--- src/rtl/nibble_serial_adder.sv ---
// Multi-cycle WIDTH-bit adder built around one 4-bit carry-lookahead slice, LSB nibble first.
// Define NIBBLE_SERIAL_OVF_EN to add the registered signed-overflow output Ovf.
module nibble_serial_adder #(
    parameter int WIDTH = 16
) (
    input  logic             clk,
    input  logic             rst_n,
    input  logic             start,
    input  logic [WIDTH-1:0] A,
    input  logic [WIDTH-1:0] B,
    input  logic             Cin,
    output logic             busy,
    output logic             done,
    output logic [WIDTH-1:0] S,
`ifdef NIBBLE_SERIAL_OVF_EN
    output logic             Cout,
    output logic             Ovf
`else
    output logic             Cout
`endif
);
    localparam int N  = WIDTH / 4;
    localparam int CW = (N > 1) ? $clog2(N) : 1;
    localparam logic [CW-1:0] LAST = CW'(N - 1);

    generate
        if ((WIDTH % 4) != 0 || WIDTH < 4) begin : g_bad_width
            $error("nibble_serial_adder: WIDTH must be a multiple of 4 and >= 4");
        end
    endgenerate

    typedef enum logic [1:0] {IDLE, RUN, DONE} state_t;

    state_t            state, state_nx;
    logic [WIDTH-1:0]  a_sh, b_sh, res_sh, res_next;
    logic              carry;
    logic [CW-1:0]     cnt;
    logic [5:0]        nib;
    logic              load, last;

    // Returns {carry into bit 3, carry out of bit 3, 4-bit sum}.
    function automatic logic [5:0] cla4(input logic [3:0] x, input logic [3:0] y, input logic ci);
        logic [3:0] g, p;
        logic       c1, c2, c3, c4;
        g  = x & y;
        p  = x ^ y;
        c1 = g[0] | (p[0] & ci);
        c2 = g[1] | (p[1] & g[0]) | (p[1] & p[0] & ci);
        c3 = g[2] | (p[2] & g[1]) | (p[2] & p[1] & g[0]) | (p[2] & p[1] & p[0] & ci);
        c4 = g[3] | (p[3] & g[2]) | (p[3] & p[2] & g[1]) | (p[3] & p[2] & p[1] & g[0])
           | (p[3] & p[2] & p[1] & p[0] & ci);
        return {c3, c4, p ^ {c3, c2, c1, ci}};
    endfunction

    assign nib  = cla4(a_sh[3:0], b_sh[3:0], carry);
    assign load = start && (state != RUN);
    assign last = (state == RUN) && (cnt == LAST);

    generate
        if (WIDTH == 4) begin : g_one_nibble
            assign res_next = nib[3:0];
        end else begin : g_multi_nibble
            assign res_next = {nib[3:0], res_sh[WIDTH-1:4]};
        end
    endgenerate

    always_ff @(posedge clk or negedge rst_n) begin
        if (!rst_n) state <= IDLE;
        else        state <= state_nx;
    end

    always_comb begin
        state_nx = state;
        busy     = 1'b0;
        done     = 1'b0;
        case (state)
            IDLE: if (start) state_nx = RUN;
            RUN: begin
                busy = 1'b1;
                if (cnt == LAST) state_nx = DONE;
            end
            DONE: begin
                done     = 1'b1;
                state_nx = start ? RUN : IDLE;
            end
            default: state_nx = IDLE;
        endcase
    end

    // Operand shifters, slice carry, counter and the result registers.
    always_ff @(posedge clk or negedge rst_n) begin
        if (!rst_n) begin
            a_sh   <= '0;
            b_sh   <= '0;
            res_sh <= '0;
            carry  <= 1'b0;
            cnt    <= '0;
            S      <= '0;
            Cout   <= 1'b0;
`ifdef NIBBLE_SERIAL_OVF_EN
            Ovf    <= 1'b0;
`endif
        end else if (load) begin
            a_sh  <= A;
            b_sh  <= B;
            carry <= Cin;
            cnt   <= '0;
        end else if (state == RUN) begin
            a_sh   <= a_sh >> 4;
            b_sh   <= b_sh >> 4;
            res_sh <= res_next;
            carry  <= nib[4];
            cnt    <= cnt + CW'(1);
            if (last) begin
                S    <= res_next;
                Cout <= nib[4];
`ifdef NIBBLE_SERIAL_OVF_EN
                Ovf  <= nib[5] ^ nib[4];
`endif
            end
        end
    end
endmodule

--- config.mk ---
export PLATFORM = sky130hd
export DESIGN_NAME = nibble_serial_adder
export DESIGN_NICKNAME = d
export VERILOG_FILES = /design/src/rtl/nibble_serial_adder.sv
export SDC_FILE = /design/constraint.sdc
export NUM_CORES = 1
export LEC_CHECK = 0
export BUFFER_PORTS_ARGS = -buffer_cell sky130_fd_sc_hd__buf_2
export CELL_PAD_IN_SITES_DETAIL_PLACEMENT = 1
export CELL_PAD_IN_SITES_GLOBAL_PLACEMENT = 1
export CORE_AREA = 10 10 103 96
export CTS_CLUSTER_DIAMETER = 200
export DETAILED_ROUTE_END_ITERATION = 8
export DIE_AREA = 0 0 113 106
export GPL_ROUTABILITY_DRIVEN = 0
export PLACE_DENSITY = 0.77
export RECOVER_POWER = 50
export SKIP_LAST_GASP = 1
export SYNTH_ARGS = -nofsm -noshare
export SYNTH_HDL_FRONTEND = slang
export SYNTH_SLANG_ARGS = --single-unit
--- constraint.sdc ---
create_clock -name clk -period 1.54 [get_ports clk]
set_input_delay 0.077 -clock clk [delete_from_list [all_inputs] [get_ports clk]]
set_output_delay 0.077 -clock clk [all_outputs]
set_load 0.05 [all_outputs]
## Word level (Yosys, flattened, before mapping)

Cells that the tools add are included.

- $add $sub $neg: 1
- Reduce and logical (&&, ||, !) cells: 7
- Bitwise gates (word level): 30
- Multiplexer cells: 14
- Equal/unequal tests: 6

Operators with widths:

| kind | number |
|---|---|
| $mux W16 | 4 |
| $and A1 B1 Y1 | 16 |
| $or A1 B1 Y1 | 10 |
| $mux W2 | 4 |
| $xor A4 B4 Y4 | 2 |
| $pmux W2 S3 | 1 |
| $mux W1 | 5 |
| $and A4 B4 Y4 | 1 |
| $eq A2 B2 Y1 const B | 2 |
| $ne A2 B1 Y1 const B | 2 |
| $reduce_and A2 Y1 | 2 |
| $reduce_and A3 Y1 | 1 |
| $add A2 B1 Y2 const B | 1 |
| $eq A2 B1 Y1 const B | 1 |
| $logic_and A1 B1 Y1 | 2 |
| $logic_not A2 Y1 | 1 |
| $ne A2 B2 Y1 const B | 1 |
| $reduce_bool A2 Y1 | 1 |
| $not A1 Y1 | 1 |

- Output and inout port bits: 19
- Register bits after elaboration: 70
- Input port bits: 36

## Depth between registers and ports, before layout

Gate-level depths: netlist of run 1.

- Depth in word-level cells: 8
- Depth in mapped cells: 6
- Gate-level depth less buffers: 4

## Worst setup path before layout of run 1

No wires, ideal clock.

- Path kind: register to register
- Start point: register a_sh[0]
- End point: register res_sh[14]
- Arrival: 1390 ps
- Setup slack: 55 ps
- Period minus slack after synthesis: 1485 ps
- Required time: 1445 ps
- Path buffers: 0
- Setup time: 95 ps
- Stages on the path, launching flop included: 5
- Cells stage by stage: dfrtp_1 ha_1 a211oi_1 nor2_1 o31ai_1

- Longest elaborated chain between the ends: 5

RTL lines:

| what | RTL line | RTL |
|---|---|---|
| from (decl) | 35 | `logic [WIDTH-1:0] a_sh, b_sh, res_sh, res_next;` |
| from (signal assigned) | 109 | `a_sh <= a_sh >> 4;` |
| $and A4 B4 Y4 / $xor A4 B4 Y4 (equally long branches) | 45, 46 |  |
| $and A1 B1 Y1 | 48 | `c2 = g[1] \| (p[1] & g[0]) \| (p[1] & p[0] & ci);` |
| $or A1 B1 Y1 / $and A1 B1 Y1 (equally long branches) | 48 |  |
| $or A1 B1 Y1 * | 48 |  |
| $xor A4 B4 Y4 * | 52 | `return {c3, c4, p ^ {c3, c2, c1, ci}};` |
| to (signal assigned) | 111 | `res_sh <= res_next;` |
| to (decl) | 35 |  |

Every way passes the cells marked *; elsewhere a longest branch is shown, timed or not.
A chain may end at the register's enable or synchronous reset.

## Final worst setup path of run 1

- Start point: register b_sh[0]
- End point: register res_sh[15]

- Longest elaborated chain between the ends: 5

RTL lines:

| what | RTL line | RTL |
|---|---|---|
| from (decl) | 35 |  |
| from (signal assigned) | 110 | `b_sh <= b_sh >> 4;` |
| $and A4 B4 Y4 / $xor A4 B4 Y4 (equally long branches) | 45, 46 |  |
| $and A1 B1 Y1 | 49 | `c3 = g[2] \| (p[2] & g[1]) \| (p[2] & p[1] & g[0]) \| (p[2] & p[1] & p[0] & ci);` |
| $or A1 B1 Y1 / $and A1 B1 Y1 (equally long branches) | 49 |  |
| $or A1 B1 Y1 * | 49 |  |
| $xor A4 B4 Y4 * | 52 |  |

Marked as above.

==> out/metrics.cfg, run 1 <==
[detailed_routing]
drt-initial-drc-count=69
drc_errors=0
vias=2224
totalWireLength_mm=7.298
firstDrtPassIters=4
drtAntennaViolNets=0
avgRoutedWirePerCell_um=16.33
via_per_inst=4.975

[sta]
skew_ns=0.006781
finalSetupViolations=2
tns_ns=-0.01069
fmax_mhz=646.8
fin_crit_ns=1.546
maxSlewViolCount=0
worstMarginPinSlew_ns=0.8976
hold_viol=0
rsz0062_at_grt=true
slew_headroom_pct=40.16
fin_ws_ns=-0.006126
fin_crit_sh_pct=100.4
holdWs_ns=0.008472

[grt]
grt_start_max_net_pins=67
grtUsageTotal_pct=12.20
antenna_found_initial=0
grt_pass1_wl_mm=11.94
grt_pass1_vias=2429
grt-ovfl-total=0

[final_layout]
final_cells=447
post-route-util_pct=48.52
final_cell_mix=66 x dfrtp_1, 57 x nand2_1, 46 x buf_2
diodes=0
design_area_sq_um=3782
drive_gt1_share_pct=31.32
final_nets=385
area.growth.synth_to_final_pct=29.63
layout_commonest_cell=dfrtp_1

[floorplanning]
core-area_sq_um=7796
fp.dieW_um=113
dieArea_sq_um=11980
rows=31
dieHeight_um=106
start_util_pct=37.43
io_pins=55

[synthesis]
synth_area_sq_um=2918
seq_area_frac_synth_pct=56.60
synthTopCellsByArea=dfrtp_1 57%, mux2i_1 12%, nand2_1 7.3%, mux2_2 5.8%, o21ai_0 5.3%
yosys_warnings=0
yosysUniqueCellTypes=28
yosysTopAreaCell=dfrtp_1
post_synth.cell_area_avg_sq_um=11.09
ys_ff_latch=66
syn-num-nets=305
synth_cells=263
yosysTopAreaCellShare_pct=56.60

[clocking]
clockBufferDepth=2
htreeDepth=3
clock_latency_ns=0.35
cts_buffers=9
cts_tree=done
path_clk_slew_ns=0.07
root_buffer=clkbuf_8
cts.sinks=66

[placement]
port_buffers=54
place_inst=417
placedInstanceArea_sq_um=3376
hpwl_mm=4.981

[critical_path]
cp_top_family=simple AND/OR/NAND/NOR gates
cp.required_ns=1.83
r2r_slack_ns=-0.006
r2r-start=b_sh[0]
r2r_cells=5
r2r_end=res_sh[15]
cp-endpoint=res_sh[15]
path_cells=ha_4, a211oi_2, buf_4, or4_4, nand3_1
critPathLaunch=b_sh[0]
path_depth=5
path_max_fanout=4
worst_ep_arrival_time_ns=1.83
path_class=reg -> reg
cp-start-kind=register
crit_slowest_cell=or4_4
cpPeakStageDelay_ns=0.46
cp_num_buf_inv=1
end_kind=register

[outcome]
status=finished, violations left
violations=setup timing

[hold_path]
hp-class=in -> reg

[flow_run]
cap_violations=0

[power_and_ir_drop]
leakage_nw=1.903
peakVddDrop_v=0.001034
powerDensity_nw_per_um2=2207

-- per-layer routing --
metal	share of wire, %	wire length (um)	up-vias	track usage, %
li1	-	-	1051	-
met1	43	3147	1122	14.63
met2	50	3615	42	19.00
met3	6.2	451	9	4.834
met4	1.2	84	0	5.254
met5	0	0	-	0
-- worst register-to-register path, stage by stage, from the launching register on --
cell	delay, ns
dfrtp_1	0.42
ha_4	0.29
a211oi_2	0.08
buf_4	0.16
or4_4	0.46
nand3_1	0.09
-- through the flow --
step	total power, mW	worst slack [ns]
final	8.349	-0.006126
after global routing	8.994	-0.07730
after global placement	6.226	0.03506
after CTS	8.216	-0.02198
after floorplan	5.320	0.05453
after detailed placement	6.418	-0.01430
-- cells in the mapped netlist --
| cell | n |
|---|---|
| nand3_1 | 3 |
| o21ai_0 | 31 |
| inv_2 | 1 |
| buf_2 | 11 |
| a21oi_1 | 1 |
| xor2_1 | 1 |
| clkbuf_1 | 2 |
| mux2i_1 | 36 |
| or4_1 | 2 |
| dfrtp_1 | 66 |
| ha_1 | 5 |
| nand2b_1 | 1 |
| nand3b_1 | 2 |
| or2_2 | 1 |
| fa_1 | 1 |
| o31ai_1 | 2 |
| a211o_1 | 1 |
| a211oi_1 | 1 |
| nor2_1 | 11 |
| o211ai_1 | 1 |
| buf_4 | 1 |
| nand2_1 | 57 |
| buf_6 | 1 |
| a31oi_1 | 1 |
| mux2_2 | 15 |
| o2111ai_1 | 1 |
| inv_1 | 4 |
| nor2b_1 | 3 |
-- layout make-up --
cell class | count | area, sq um
fill | 857 | 4014
tap | 99 | 123.9
timing repair buffer | 84 | 550.5
multi-input combinational | 177 | 1232
inverter | 5 | 21.27
sequential | 66 | 1652
clock inverter | 6 | 65.06
clock buffer | 10 | 137.6
-- what timing repair did --
action / in CTS / in global routing
gates resized for setup: 5 / 12
gates cloned: 1 / 0
hold buffers: 8 / 0
endpoints found under the hold margin: 73 / 0
pin swaps: 1 / 1
buffers inserted: 2 / 3
setup endpoints to repair: 5 / 9
-- logic make-up (layout without fill, tap and decap cells) --
kind of cell    Yosys count  in the layout  synth area share, %
mux                      51             51                18.14
flops                    66             66                56.60
fa+ha+maj                 6              6                2.830
simple gates             80             80                11.36
compound gates           39             39                7.333
buf+inv                  20            105                3.430
xor+xnor                  1              1               0.3002
-- worst min-delay path by stage --
| stage | start | to | cells after the start |
|---|---|---|---|
| after floorplan | rst_n | Cout | 0 |
| after global placement | rst_n | S[13] | 2 |
| after detailed placement | rst_n | S[13] | 2 |
| after CTS | A[14] | a_sh[14] | 3 |
| after global routing | A[7] | a_sh[7] | 3 |
| final | A[14] | a_sh[14] | 3 |
-- registers in the layout, summed over array words and instances (netlist names) --
signal  count
Cout        1
res_sh     12
a_sh       16
state       2
carry       1
S          16
b_sh       16
cnt         2
-- power by group --
group / switching, mW / internal [mW]
clock: 0.718 / 0.794
combinational: 2.32 / 1.56
sequential: 0.472 / 2.48
total: 3.51 / 4.84
Note: power is estimated with default switching activity, not from simulation.
==> run 2, diff against run 1 <==
--- a/config.mk
+++ b/config.mk
@@ -8,12 +8,13 @@
 export BUFFER_PORTS_ARGS = -buffer_cell sky130_fd_sc_hd__buf_2
 export CELL_PAD_IN_SITES_DETAIL_PLACEMENT = 1
 export CELL_PAD_IN_SITES_GLOBAL_PLACEMENT = 1
-export CORE_AREA = 10 10 103 96
+export CORE_AREA = 10 10 102 95
+export CTS_BUF_LIST = sky130_fd_sc_hd__clkbuf_4 sky130_fd_sc_hd__clkbuf_8
 export CTS_CLUSTER_DIAMETER = 200
 export DETAILED_ROUTE_END_ITERATION = 8
-export DIE_AREA = 0 0 113 106
+export DIE_AREA = 0 0 112 105
 export GPL_ROUTABILITY_DRIVEN = 0
-export PLACE_DENSITY = 0.77
+export PLACE_DENSITY = 0.79
 export RECOVER_POWER = 50
 export SKIP_LAST_GASP = 1
 export SYNTH_ARGS = -nofsm -noshare
==> run 2 against run 1 <==
- the flow now finishes without violations
- flip-flop and latch count unchanged
- core utilization increased by 3.3 points
- non-clock buffer count increased by 3
- via count increased by 0.58%
- highest routed layer unchanged
- critical path depth unchanged
- die area decreased by 1.8%
- count of clock-buffer cells in the layout increased by 1
- design area increased by 2.2%
- first-iteration DRC count decreased by 25%
- clock power increased by 9%
==> out/metrics.cfg, run 2 (same netlist as run 1, synthesis figures left out) <==
[outcome]
status=complete, no violations

[final_layout]
reg_top3=S: 16 flops, a_sh: 16 flops, b_sh: 16 flops
final_cell_mix=66 x dfrtp_1, 57 x nand2_1, 52 x buf_2
area.growth.synth_to_final_pct=32.55
layout_commonest_cell=dfrtp_1
diodes=0  ; unchanged
multiInputGateArea_sq_um=1256  ; +1.9%
design_area_sq_um=3867  ; +2.2%
nFillCells=820  ; -4.3%
final_nets=388  ; +0.78%
seq_area_sq_um=1652  ; unchanged
drive_gt1_share_pct=35.04  ; +3.7 points
post-route-util_pct=51.78  ; +3.3 points

[sta]
worstMarginPinSlew_ns=0.9211  ; +0.02357 ns
fin_crit_ns=1.514  ; -0.03240 ns
finalSetupViolations=0  ; -2
maxSlewViolCount=0  ; unchanged
rsz0062_at_grt=true
fmax_mhz=660.6  ; +2.1%
holdWs_ns=0.004617  ; -0.003855 ns
slew_headroom_pct=38.59  ; -1.6 points
skew_ns=0.007847  ; +0.001066 ns
fin_crit_sh_pct=98.29  ; -2.1 points
hold_viol=0  ; unchanged

[detailed_routing]
vias=2237  ; +0.58%
drt-initial-drc-count=52  ; -25%
totalWireLength_mm=7.569  ; +3.7%
drc_errors=0  ; unchanged
drtAntennaViolNets=0  ; unchanged
avgRoutedWirePerCell_um=16.93  ; +3.7%
firstDrtPassIters=4  ; unchanged
via_per_inst=5.004  ; +0.58%

[clocking]
htreeDepth=3  ; unchanged
cts_tree=done
cts_buffers=9  ; unchanged
cts.sinks=66  ; unchanged
clockBufferDepth=2  ; unchanged
path_clk_slew_ns=0.07  ; about the same
clock_latency_ns=0.35  ; about the same
root_buffer=clkbuf_8

[floorplanning]
start_util_pct=39.06  ; +1.6 points
rows=30  ; -3.2%
io_pins=55  ; unchanged
dieHeight_um=105  ; -0.94%
dieArea_sq_um=11760  ; -1.8%
core-area_sq_um=7470  ; -4.2%
fp.dieW_um=112  ; -0.88%

[flow_run]
cap_violations=0  ; unchanged

[critical_path]
end_kind=register
path_class=reg -> reg
cp.required_ns=1.80  ; -0.03 ns
path_max_fanout=2  ; -2
worst_ep_arrival_time_ns=1.77  ; -0.06 ns
cp-start-kind=register

[grt]
grt_pass1_vias=2521  ; +3.8%
grtUsageTotal_pct=12.89  ; +0.69 points
grt_start_max_net_pins=67  ; unchanged
grt-ovfl-total=0  ; unchanged
grt_pass1_wl_mm=12.54  ; +5.1%
antenna_found_initial=0  ; unchanged

[power_and_ir_drop]
peakVddDrop_v=0.0008672  ; -16%
seq_power_share_pct=34.4  ; -1.0 points
p_clk_share_pct=19.0  ; +0.9 points
total_power_mw=8.605  ; +3.1%
power_frac_comb_pct=46.6  ; about the same
switching_share_pct=40.95  ; -1.1 points
leakage_nw=1.954  ; +2.7%
intPower_mw=5.081  ; +5.0%
switchingPower_mw=3.524  ; +0.46%
powerDensity_nw_per_um2=2225  ; +0.80%

[placement]
placedInstanceArea_sq_um=3392  ; +0.48%
port_buffers=54  ; unchanged
hpwl_mm=5.291  ; +6.2%

[hold_path]
hp-class=in -> reg

## run 2: path summary, 6_finish.rpt
check                                from   endpoint  slack (ns)  cells after the start
worst max-delay path              a_sh[0]      S[13]        0.03                      5
min in group asynchronous           rst_n       S[8]        0.49                      3
max in group asynchronous           rst_n  res_sh[8]        0.43                      3
worst min-delay path                A[15]   a_sh[15]       0.005                      3
worst min register to register  res_sh[7]  res_sh[7]        0.48                      2
worst max register to register    a_sh[0]      S[13]        0.03                      5
## run 2: through the flow
| step | setup slack, ns | cells | setup TNS [ns] |
|---|---|---|---|
| global route | -0.02781 | 447 | -0.1788 |
| finish | 0.02628 | 447 | 0 |
| floorplan | 0.05453 | 263 | 0 |
| detailed placement | -0.03783 | 415 | -0.08587 |
| global placement | 0.05945 | 415 | 0 |
| CTS | -0.005506 | 440 | -0.005506 |
## run 2: final cells by class
type / count / share of cell area (%)
inverters: 5 / 0.5500
clock buffers: 11 / 3.753
clock inverters: 5 / 2.006
flip-flops and latches: 66 / 42.70
multi-input cells: 177 / 32.48
repair buffers: 87 / 15.40
well taps: 96 / 3.106
## run 2: power groups by stage
stage                     logic (mW)  registers [mW]  clock network (mW)
after global placement          3.36            2.91                   0
after detailed placement        3.55            2.96                   0
final                           4.01            2.96                1.64
after global routing            4.42            3.06                1.75
after floorplan                 1.83            3.49                   0
after CTS                       3.73            2.95                1.68
## run 2: per-layer routing
layer | wire, um | track usage [%]
met5 | 0 | 0
met4 | 76 | 3.442
met3 | 496 | 6.003
met2 | 3929 | 22.23
met1 | 3066 | 13.92
## run 2: what timing repair did
action | 4_1_cts | 5_1_grt
gates resized for setup | 11 | 13
cloned | 0 | 1
hold buffers | 8 | 0
pin swaps | 2 | 0
setup endpoints to repair | 6 | 21
endpoints found under the hold margin | 73 | 0
setup buffers | 2 | 6
## run 2: worst max-delay path: stages, from the launching register on
cell     delay (ns)
dfrtp_1        0.40
buf_4          0.14
inv_1          0.05
fa_1           0.47
xor2_2         0.20
o21ai_0        0.17
==> run 3, diff against run 2 <==
--- a/config.mk
+++ b/config.mk
@@ -14,8 +14,9 @@
 export DETAILED_ROUTE_END_ITERATION = 8
 export DIE_AREA = 0 0 112 105
 export GPL_ROUTABILITY_DRIVEN = 0
-export PLACE_DENSITY = 0.79
+export PLACE_DENSITY_LB_ADDON = 0.1
 export RECOVER_POWER = 50
+export SETUP_SLACK_MARGIN = 0.5
 export SKIP_LAST_GASP = 1
 export SYNTH_ARGS = -nofsm -noshare
 export SYNTH_HDL_FRONTEND = slang
==> run 3 against run 2 <==
- via count grew 5.7%
- register-to-register slack gained 0.05 ns
- power is 26% higher
- cell count rose by 3.1%
- wire length up 22%
- combinational power grew 50%
- clock power rose by 7%
- flip-flop and latch count unchanged
- design area rose by 17%
- count of clock-buffer cells in the layout fell by 1
- non-clock buffer count is 8 higher
==> out/metrics.cfg, run 3 (same netlist as run 1, synthesis figures left out) <==
[critical_path]
r2r_cells=4  ; -1
r2r_slack_ns=0.08  ; +0.05 ns
cp.required_ns=1.81  ; about the same
cp-endpoint=S[15]
end_kind=register
path_max_fanout=5  ; +3
path_class=reg -> reg
r2r-start=a_sh[1]
critPathLaunch=a_sh[1]
r2r_end=S[15]
worst_ep_arrival_time_ns=1.74  ; -0.03 ns
cp-start-kind=register

[grt]
antenna_found_initial=0  ; unchanged
grt-ovfl-total=0  ; unchanged
grt_pass1_vias=2475  ; -1.8%
grt_start_max_net_pins=67  ; unchanged
grt_pass1_wl_mm=12.94  ; +3.2%
grtUsageTotal_pct=13.49  ; +0.60 points

[detailed_routing]
avgRoutedWirePerCell_um=19.97  ; +18%
firstDrtPassIters=4  ; unchanged
drc_errors=0  ; unchanged
totalWireLength_mm=9.208  ; +22%
via_per_inst=5.128  ; +2.5%
drtAntennaViolNets=0  ; unchanged
drt-initial-drc-count=71  ; +37%
vias=2364  ; +5.7%

[floorplanning]
rows=30  ; unchanged
fp.dieW_um=112  ; unchanged
dieHeight_um=105  ; unchanged
start_util_pct=39.06  ; unchanged
dieArea_sq_um=11760  ; unchanged
io_pins=55  ; unchanged
core-area_sq_um=7470  ; unchanged

[placement]
place_inst=408  ; -1.7%
hpwl_mm=4.960  ; -6.3%
port_buffers=54  ; unchanged

[sta]
fmax_mhz=684.0  ; +3.5%
worstMarginPinSlew_ns=0.9322  ; +0.01108 ns
rsz0062_at_grt=true
hold_viol=0  ; unchanged
fin_crit_ns=1.462  ; -0.05164 ns
fin_crit_sh_pct=94.94  ; -3.4 points
skew_ns=0.008617  ; +0.0007697 ns
tns_ns=0  ; unchanged
maxSlewViolCount=0  ; unchanged
slew_headroom_pct=37.85  ; -0.74 points
finalSetupViolations=0  ; unchanged

[clocking]
cts_buffers=9  ; unchanged
path_clk_slew_ns=0.08  ; about the same
cts.sinks=66  ; unchanged
clock_latency_ns=0.34  ; about the same
root_buffer=clkbuf_8
cts_tree=done
htreeDepth=3  ; unchanged
clockBufferDepth=2  ; unchanged

[final_layout]
reg_top3=S: 16 flops, a_sh: 16 flops, b_sh: 16 flops
layout_commonest_cell=dfrtp_1
drive_gt1_share_pct=50.96  ; +16 points
diodes=0  ; unchanged
final_nets=402  ; +3.6%
final_cell_mix=64 x dfrtp_1, 36 x mux2i_1, 35 x buf_2
final_cells=461  ; +3.1%
area.growth.synth_to_final_pct=54.59

[power_and_ir_drop]
peakVddDrop_v=0.001030  ; +19%
leakage_nw=2.202  ; +13%
powerDensity_nw_per_um2=2412  ; +8.4%

[outcome]
status=complete, no violations

[hold_path]
hp-class=in -> reg

[flow_run]
cap_violations=0  ; unchanged

[run 3: cell type report]
cell class	count	area [sq um]
Fill cell	758	2959
Inverter	5	31.28
Tap cell	96	120.1
Sequential cell	66	1654
Timing Repair Buffer	95	804.5
Clock inverter	6	105.1
Multi-Input combinational cell	177	1568
Clock buffer	10	131.4
Timing Repair inverter	6	96.34
[run 3: worst max-delay path: stages (launching register included)]
cell	delay, ns
dfrtp_1	0.45
ha_4	0.34
o21ai_2	0.09
or4_1	0.42
nand3_1	0.09
[run 3: what timing repair did]
action | CTS | global route
pin swaps | 8 | 39
hold endpoints to repair | 76 | 1
setup endpoints to repair | 70 | 77
hold buffers | 11 | 1
cloned | 2 | 7
buffers inserted | 4 | 12
gates resized for setup | 41 | 123
[run 3: routing by layer]
metal  wire, um  part of all wire (%)  up-vias  track usage [%]
li1           -                     -     1092                -
met1       3847                    42     1217            15.95
met2       4862                    53       45            22.14
met3        343                   3.7       10            4.345
met4        155                   1.7        0            5.435
met5          0                     0        -                0
[run 3: worst min-delay path by stage]
| stage | from | endpoint | slack (ns) | cells after the start |
|---|---|---|---|---|
| floorplan | rst_n | Cout | -0.22 | 0 |
| global placement | rst_n | res_sh[12] | 0.13 | 2 |
| detailed placement | rst_n | S[12] | 0.13 | 2 |
| CTS | A[5] | a_sh[5] | 0.001 | 3 |
| global route | B[0] | b_sh[0] | 0.02 | 3 |
| finish | B[0] | b_sh[0] | 0.01 | 3 |
[run 3: stage by stage]
| step | setup slack [ns] | utilization [%] | total power, mW | hold slack, ns | cell area, sq um |
|---|---|---|---|---|---|
| detailed placement | 0.07433 | 45.51 | 6.629 | 0.1262 | 3400 |
| CTS | 0.1240 | 52.80 | 9.038 | 0.001464 | 3944 |
| global placement | 0.1104 | 45.51 | 6.484 | 0.1340 | 3400 |
| global route | 0.02203 | 60.39 | 11.54 | 0.02186 | 4511 |
| finish | 0.07792 | 60.39 | 10.88 | 0.009560 | 4511 |
| floorplan | 0.1891 | - | 5.836 | -0.2186 | 3048 |
[run 3: power breakdown]
group / internal [mW] / switching [mW]
logic: 2.66 / 3.35
registers: 2.49 / 0.625
clock network: 1.09 / 0.666
total: 6.24 / 4.64
